File: src/rtl/counter_seq_ctrl_pkg.sv
// Shared definitions for the counter sequencer: controller state encoding and
// the one-shot/periodic mode codes.
package counter_seq_ctrl_pkg;

    typedef enum logic [2:0] {
        S_IDLE  = 3'd0,
        S_LOAD  = 3'd1,
        S_RUN   = 3'd2,
        S_PAUSE = 3'd3,
        S_DONE  = 3'd4
    } state_t;

    localparam logic MODE_ONESHOT  = 1'b0;
    localparam logic MODE_PERIODIC = 1'b1;

endpackage

File: src/rtl/counter_seq_ctrl_core.sv
// Loadable up-counter datapath. rc flags a step requested at all-ones; the
// counter then holds instead of wrapping, leaving the rollover to the controller.
module counter_core #(
    parameter int WIDTH = 4
) (
    input  logic             clk,
    input  logic             rst,
    input  logic             en,
    input  logic             ld,
    input  logic [WIDTH-1:0] d,
    output logic [WIDTH-1:0] q,
    output logic             rc
);

    assign rc = en && (q == {WIDTH{1'b1}});

    always_ff @(posedge clk or posedge rst) begin
        if (rst) begin
            q <= '0;
        end else if (ld) begin
            q <= d;
        end else if (en && !rc) begin
            q <= q + WIDTH'(1);
        end
    end

endmodule

File: src/rtl/counter_seq_ctrl.sv
// Sequencer around counter_core: accepts a config over valid/ready, then runs
// the counter one-shot or periodically with a prescaler, pause and abort.
module counter_seq_ctrl
    import counter_seq_ctrl_pkg::*;
#(
    parameter int WIDTH = 4,
    parameter int PW    = 4
) (
    input  logic             clk,
    input  logic             rst,
    input  logic             cfg_valid,
    output logic             cfg_ready,
    input  logic [WIDTH-1:0] cfg_load,
    input  logic             cfg_mode,
    input  logic [PW-1:0]    cfg_presc,
    input  logic             start,
    input  logic             stop,
    output logic [WIDTH-1:0] count,
    output logic             tick,
    output logic             busy,
    output logic             done
);

    state_t           state;
    state_t           state_next;
    logic [WIDTH-1:0] load_q;
    logic             mode_q;
    logic [PW-1:0]    presc_q;
    logic [PW-1:0]    pcnt;
    logic             cfg_fire;
    logic             step;
    logic             core_ld;
    logic             core_rc;

    assign cfg_ready = (state == S_IDLE) || (state == S_DONE);
    assign busy      = (state == S_LOAD) || (state == S_RUN);
    assign done      = (state == S_DONE);
    assign cfg_fire  = cfg_valid && cfg_ready;
    assign step      = (state == S_RUN) && (pcnt == presc_q);
    assign core_ld   = (state == S_LOAD) || (core_rc && (mode_q == MODE_PERIODIC));

    counter_core #(.WIDTH(WIDTH)) u_core (
        .clk (clk),
        .rst (rst),
        .en  (step),
        .ld  (core_ld),
        .d   (load_q),
        .q   (count),
        .rc  (core_rc)
    );

    always_ff @(posedge clk or posedge rst) begin
        if (rst) begin
            state <= S_IDLE;
        end else begin
            state <= state_next;
        end
    end

    // A step due on the same edge as stop still happens; stop only picks the next state.
    always_comb begin
        state_next = state;
        case (state)
            S_IDLE, S_DONE: begin
                if (start && !stop) begin
                    state_next = S_LOAD;
                end
            end
            S_LOAD: begin
                state_next = stop ? S_IDLE : S_RUN;
            end
            S_RUN: begin
                if (core_rc && (mode_q == MODE_ONESHOT)) begin
                    state_next = S_DONE;
                end else if (stop) begin
                    state_next = S_PAUSE;
                end
            end
            S_PAUSE: begin
                if (stop) begin
                    state_next = S_IDLE;
                end else if (start) begin
                    state_next = S_RUN;
                end
            end
            default: state_next = S_IDLE;
        endcase
    end

    always_ff @(posedge clk or posedge rst) begin
        if (rst) begin
            load_q  <= '0;
            mode_q  <= MODE_ONESHOT;
            presc_q <= '0;
        end else if (cfg_fire) begin
            load_q  <= cfg_load;
            mode_q  <= cfg_mode;
            presc_q <= cfg_presc;
        end
    end

    // The prescale phase freezes while stopping or paused so a resume continues mid-period.
    always_ff @(posedge clk or posedge rst) begin
        if (rst) begin
            pcnt <= '0;
        end else if (state == S_LOAD) begin
            pcnt <= '0;
        end else if (state == S_RUN) begin
            if (step) begin
                pcnt <= '0;
            end else if (!stop) begin
                pcnt <= pcnt + PW'(1);
            end
        end
    end

    always_ff @(posedge clk or posedge rst) begin
        if (rst) begin
            tick <= 1'b0;
        end else begin
            tick <= core_rc;
        end
    end

endmodule

File: config.mk
export PLATFORM = sky130hd
export DESIGN_NAME = counter_seq_ctrl
export DESIGN_NICKNAME = d
export VERILOG_FILES = /design/src/rtl/counter_seq_ctrl_pkg.sv /design/src/rtl/counter_seq_ctrl_core.sv /design/src/rtl/counter_seq_ctrl.sv
export SDC_FILE = /design/constraint.sdc
export NUM_CORES = 1
export LEC_CHECK = 0
export ABC_AREA = 1
export CORE_ASPECT_RATIO = 1.4
export CORE_MARGIN = 2
export CORE_UTILIZATION = 30
export DETAILED_ROUTE_END_ITERATION = 8
export GPL_TIMING_DRIVEN = 0
export SLEW_MARGIN = 20
export SYNTH_ARGS = -nofsm -noshare
export SYNTH_HDL_FRONTEND = slang
export SYNTH_SLANG_ARGS = --single-unit
File: constraint.sdc
create_clock -name clk -period 1.9 [get_ports clk]
set_input_delay 0.475 -clock clk [delete_from_list [all_inputs] [get_ports clk]]
set_output_delay 0.475 -clock clk [all_outputs]
set_load 0.005 [all_outputs]
==> impl_metrics.yaml, run 1 <==
logic_synthesis:
  ys_seq_area_share_pct: 46.3
  synth_top_family_by_area: "simple AND/OR/NAND/NOR gates"
  synth_compound_area_share_pct: 7.38
  synthAdderAreaFrac_pct: 2.20
  ys_ff_latch: 21
  synthMuxAreaShare_pct: 2.97
  synth_cell_type_count: 25
  syn_avg_cell_area_sq_um: 8.17
  synthXorXnorAreaFrac_pct: 3.85
  synthSimpleGateAreaFrac_pct: 29.6
  synth_fp_nets: 155
  yosys_warnings: 0
  synth_area_sq_um: 1140
  syn_inst: 139
final_layout:
  layout.cells.non_filler: 208
  final_common_cell: "nand2_1"
  diodes: 0
  final_nets: 183
  area_growth_pct: 29.8
  fillCellCount: 388
  fin_util_pct: 40.5
  final_cell_mix: "29 x nand2_1, 19 x inv_1, 19 x clkdlybuf4s50_1, 19 x dfrtp_1, 18 x nor2_1"
  drive_gt1_share_pct: 16.3
  fin_area_sq_um: 1480
route:
  wl_met1_microns: 1020
  dr_wl_met3_microns: 87
  vias_per_cell: 4.65
  vias: 967
  wl_microns: 2290
  dr.max_layer_used: "met4"
  drtIter0Drc: 33
  wl_met2_microns: 1130
  wl_per_cell_microns: 11.0
  dr.pass1.iters: 4
  drc_errors: 0
  ant_nets: 0
clocking:
  cts.sinks: 21
  cts-htree-levels: 1
  clkTransAtPathRegs_ns: 0.08
  cts_root_buf: "clkbuf_8"
  insertion_delay_ns: 0.26
  cts-buffers-inserted: 3
  cts_tree: "built"
  cts_max_path_buffers: 2
power:
  p_leak_nw: 0.731
  ir_drop_v: 0.000746
  total_power_mw: 2.12
  pwr_density_cell_nw_per_um2: 1440
timing:
  layout_setup_ws_ns: 0.0643
  min_period_ns: 1.84
  rsz0062_at_grt: "no"
  final_hold_viol_count: 0
  hold_ws_ns: 0.495
  finalMaxSlewViolations: 0
  max_clock_freq_ghz: 0.545
  tightestPinTransition_ns: 0.833
  final.setup.tns_ns: 0
  finalCritPeriodShare_pct: 96.6
  maxSlewHeadroom_pct: 44.4
  skew_ns: 0.00187
  setup_viol: 0
floorplan:
  core_area_sq_um: 3640
  rows: 26
  fp.dieH_microns: 76.8
  dieArea_sq_um: 4300
  initial_utilization_pct: 31.2
  die_w_microns: 56.0
  ios: 22
global_routing:
  grt_pass1_vias: 928
  grt_use_total_pct: 11.8
  grt_start_max_net_pins: 22
  grt.overflow.total: 0
  antenna_found_initial: 0
  grt_pass1_wl_microns: 4080
placed_design:
  dpl.cell_count: 202
  dpl_cell_area_sq_um: 1400
  dp_hpwl_microns: 1760
  portBuffers: 21
  place.gp.congestion: 0.786
  place_ws_ns: 0.0893
critical_path:
  cp-start-kind: "register"
  r2r_start: "state[0]$_DFFE_PP0P_"
  worst-setup-path-type: "register to primary output"
  worstReg2RegEnd: "u_core.q[3]$_DFFE_PP0P_"
  path_max_fanout: 5
  rrSetupSlack_ns: 0.28
  r2r_cells: 9
  endpoint: "cfg_ready"
  worstSetupStartpoint: "state[0]$_DFFE_PP0P_"
  end_kind: "primary output"
  crit_required_ns: 1.42
  arrival_ns: 1.36
run:
  maxCapViolCount: 0
min_path:
  hp-class: "register to register"
run_status:
  status: "complete, no violations"
logic make-up after synthesis:
group | Yosys count
buffers and inverters | 23
DFF | 21
muxes | 3
adders and majority gates | 2
and+or+nand+nor | 70
AOI/OAI and AO/OA | 15
xor gates and xnor gates | 5
state kept, by name, indices dropped and copies added, names as in the netlist:
name      cells
load_q        4
mode_q        1
pcnt          4
presc_q       4
state         3
tick          1
u_core.q      4
where the power goes:
group          switching, mW  internal (mW)  leakage (nW)
sequential             0.189          0.642         0.250
combinational          0.512          0.480         0.455
clock                  0.153          0.146        0.0255
critical path, stage by stage (launching register included):
cell and delay, ns:
dfrtp_2 0.47, nor2_4 0.12, clkdlybuf4s50_1 0.51
layer usage:
layer	GRT usage [%]	up-vias
li1	-	492
met1	14.0	451
met2	19.9	19
met3	2.02	5
met4	6.43	0
met5	0	-
final cells by class:
cell class | count | area (sq um) | area share, %
multi-input combinational | 95 | 538 | 36.5
sequential | 21 | 528 | 35.8
timing repair buffer | 23 | 223 | 15.1
inverter | 22 | 82.6 | 5.60
tap | 42 | 52.6 | 3.56
clock buffer | 3 | 41.3 | 2.80
clock inverter | 1 | 5.00 | 0.339
buffer | 1 | 5.00 | 0.339
how the worst min path moves through the flow:
stage | start | end | slack (ns) | depth (start not counted)
floorplan | rst | load_q[0]$_DFFE_PP0P_ | 0.45 | 1
global placement | state[2]$_DFFE_PP0P_ | state[2]$_DFFE_PP0P_ | 0.47 | 2
detailed placement | state[2]$_DFFE_PP0P_ | state[2]$_DFFE_PP0P_ | 0.48 | 2
CTS | state[2]$_DFFE_PP0P_ | state[2]$_DFFE_PP0P_ | 0.50 | 2
global route | load_q[1]$_DFFE_PP0P_ | load_q[1]$_DFFE_PP0P_ | 0.52 | 1
finish | load_q[1]$_DFFE_PP0P_ | u_core.q[1]$_DFFE_PP0P_ | 0.50 | 2
synthesized netlist by cell type (all sizes together):
library cell   n  area (sq um)
a211oi         1          7.51
a21oi          8          40.0
buf            1          5.00
dfrtp         21           526
ha             2          25.0
inv           22          82.6
mux2           3          33.8
nand2         33           139
nand3         11          70.1
nand3b         1          7.51
nand4          4          31.3
nor2          21          88.8
o21a           1          7.51
o21ai          5          28.8
xnor2          3          26.3
xor2           2          17.5
repair_timing:
action | in CTS | in global routing
setup endpoints to repair | 3 | 0
resized for setup | 7 | 0
buffers inserted | 2 | 0
hold buffers | 0 | 0
No activity file was read; power rests on OpenSTA's default activity.
==> run 2: changes to the inputs <==
==> constraint.sdc (replaced) <==
create_clock -name clk -period 1.7 [get_ports clk]
set_input_delay 0.425 -clock clk [delete_from_list [all_inputs] [get_ports clk]]
set_output_delay 0.425 -clock clk [all_outputs]
set_load 0.005 [all_outputs]
==> run 2 against run 1 <==
  * Power grew 20%
  * Worst setup slack got worse by 0.022 ns
  * Critical path type unchanged
  * Clock skew shrank 0.00078 ns
  * Worst hold slack barely moved
  * Sequential share of layout area down 2.1 points
  * First-iteration DRC count grew 30%
  * Die area is the same
  * Combinational power grew 31%
  * Wire length grew 6.8%
  * Flip-flop and latch count did not move
  * Critical endpoint is now count[2]
  * Core utilization is 2.5 points higher
==> impl_metrics.yaml, run 2 (synthesized netlist as in run 1, its figures left out) <==
placed_design:
  place.gp.congestion: 0.786
  dpl.cell_count: 202
  dp_hpwl_microns: 1760
  portBuffers: 21
  dpl_cell_area_sq_um: 1400
clocking:
  cts_tree: "built"
  cts-buffers-inserted: 3
  holdBufCountCts: 0
  insertion_delay_ns: 0.26
  cts-htree-levels: 1
  clkTransAtPathRegs_ns: 0.08
  cts_max_path_buffers: 2
  cts.sinks: 21
  cts_root_buf: "clkbuf_8"
global_routing:
  grt_pass1_wl_microns: 4140
  grt_start_max_net_pins: 22
  antenna_found_initial: 0
  grt_pass1_vias: 948
  grt_use_total_pct: 12.0
  grt.overflow.total: 0
final_layout:
  area_growth_pct: 37.8
  diodes: 0
  drive_gt1_share_pct: 21.3
  final_cell_mix: "29 x nand2_1, 19 x inv_1, 19 x dfrtp_1"
  fin_area_sq_um: 1570
  fillCellCount: 373
  layout.cells.non_filler: 216
  final_nets: 191
  final_common_cell: "nand2_1"
timing:
  skew_ns: 0.00109
  finalMaxSlewViolations: 0
  maxSlewHeadroom_pct: 43.7
  setup_viol: 0
  final.setup.tns_ns: 0
  max_clock_freq_ghz: 0.603
  final_hold_viol_count: 0
  rsz0062_at_grt: "yes"
  finalCritPeriodShare_pct: 97.5
  tightestPinTransition_ns: 0.843
  min_period_ns: 1.66
floorplan:
  ios: 22
  core_area_sq_um: 3640
  initial_utilization_pct: 31.2
  rows: 26
  die_w_microns: 56.0
  dieArea_sq_um: 4300
  fp.dieH_microns: 76.8
route:
  drc_errors: 0
  wl_microns: 2450
  dr.pass1.iters: 4
  vias_per_cell: 4.63
  ant_nets: 0
  vias: 999
  wl_per_cell_microns: 11.3
  drtIter0Drc: 43
power:
  p_leak_nw: 0.772
  total_power_mw: 2.55
  ir_drop_v: 0.000846
  pwr_density_cell_nw_per_um2: 1630
critical_path:
  worst-setup-path-type: "register to primary output"
  cp-start-kind: "register"
  path_max_fanout: 5
  cpMaxStageDelayCell: "clkdlybuf4s50_1"
  crit_chain: "clkdlybuf4s50_1"
  cpLargestDelayFamily: "buffers and inverters"
  end_kind: "primary output"
  cpPeakStageDelay_ns: 0.53
  crit_required_ns: 1.27
  critPathBufInv: 1
  arrival_ns: 1.23
run:
  maxCapViolCount: 0
min_path:
  hp-class: "register to register"
run_status:
  status: "complete, no violations"
-- run 2: layout make-up --
type | count | area [sq um] | share of cell area (%)
clock inverter | 1 | 5.00 | 0.320
sequential | 21 | 528 | 33.7
inverter | 22 | 82.6 | 5.28
tap | 42 | 52.6 | 3.36
clock buffer | 3 | 41.3 | 2.64
timing repair buffer | 31 | 295 | 18.9
multi-input combinational | 95 | 556 | 35.5
buffer | 1 | 5.00 | 0.320
-- run 2: per-layer routing --
layer  GRT usage, %  up-vias  share of wire (%)
met5              0        -                  0
li1               -      507                  -
met3           1.69        5                3.2
met2           20.6       24                 52
met1           14.3      463                 43
met4           6.43        0                2.5
-- run 2: through the flow --
step	setup slack (ns)	hold slack, ns	util [%]
2_1_floorplan	0.326	0.402	-
3_3_place_gp	-0.0337	0.474	38.4
3_5_place_dp	-0.0607	0.482	38.4
4_1_cts	0.0238	0.502	41.3
5_1_grt	-0.0220	0.524	43.0
6_report	0.0420	0.495	43.0
-- run 2: path summary, 6_finish.rpt --
check                                        start                      end  slack (ns)  cells past startpoint
hold / removal               load_q[1]$_DFFE_PP0P_  u_core.q[1]$_DFFE_PP0P_        0.49                      2
hold reg to reg              load_q[1]$_DFFE_PP0P_  u_core.q[1]$_DFFE_PP0P_        0.49                      2
setup reg to reg              state[0]$_DFFE_PP0P_  u_core.q[0]$_DFFE_PP0P_        0.06                      9
setup / recovery           u_core.q[2]$_DFFE_PP0P_                 count[2]        0.04                      1
max in group asynchronous                      rst     state[0]$_DFFE_PP0P_        0.50                      2
min in group asynchronous                      rst    load_q[1]$_DFFE_PP0P_        0.62                      2
-- run 2: report_power, final --
| group | leakage (nW) | total (mW) | internal (mW) | switching [mW] |
|---|---|---|---|---|
| Clock | 0.0255 | 0.333 | 0.164 | 0.169 |
| Sequential | 0.250 | 0.912 | 0.718 | 0.195 |
| Combinational | 0.496 | 1.30 | 0.662 | 0.643 |
| Total | 0.772 | 2.55 | 1.54 | 1.01 |
-- run 2: timing repair --
| item | 4_1_cts | 5_1_grt |
|---|---|---|
| buffers inserted | 6 | 4 |
| endpoints found under the setup margin | 3 | 5 |
| pin swaps | 0 | 4 |
| resized for setup | 12 | 4 |
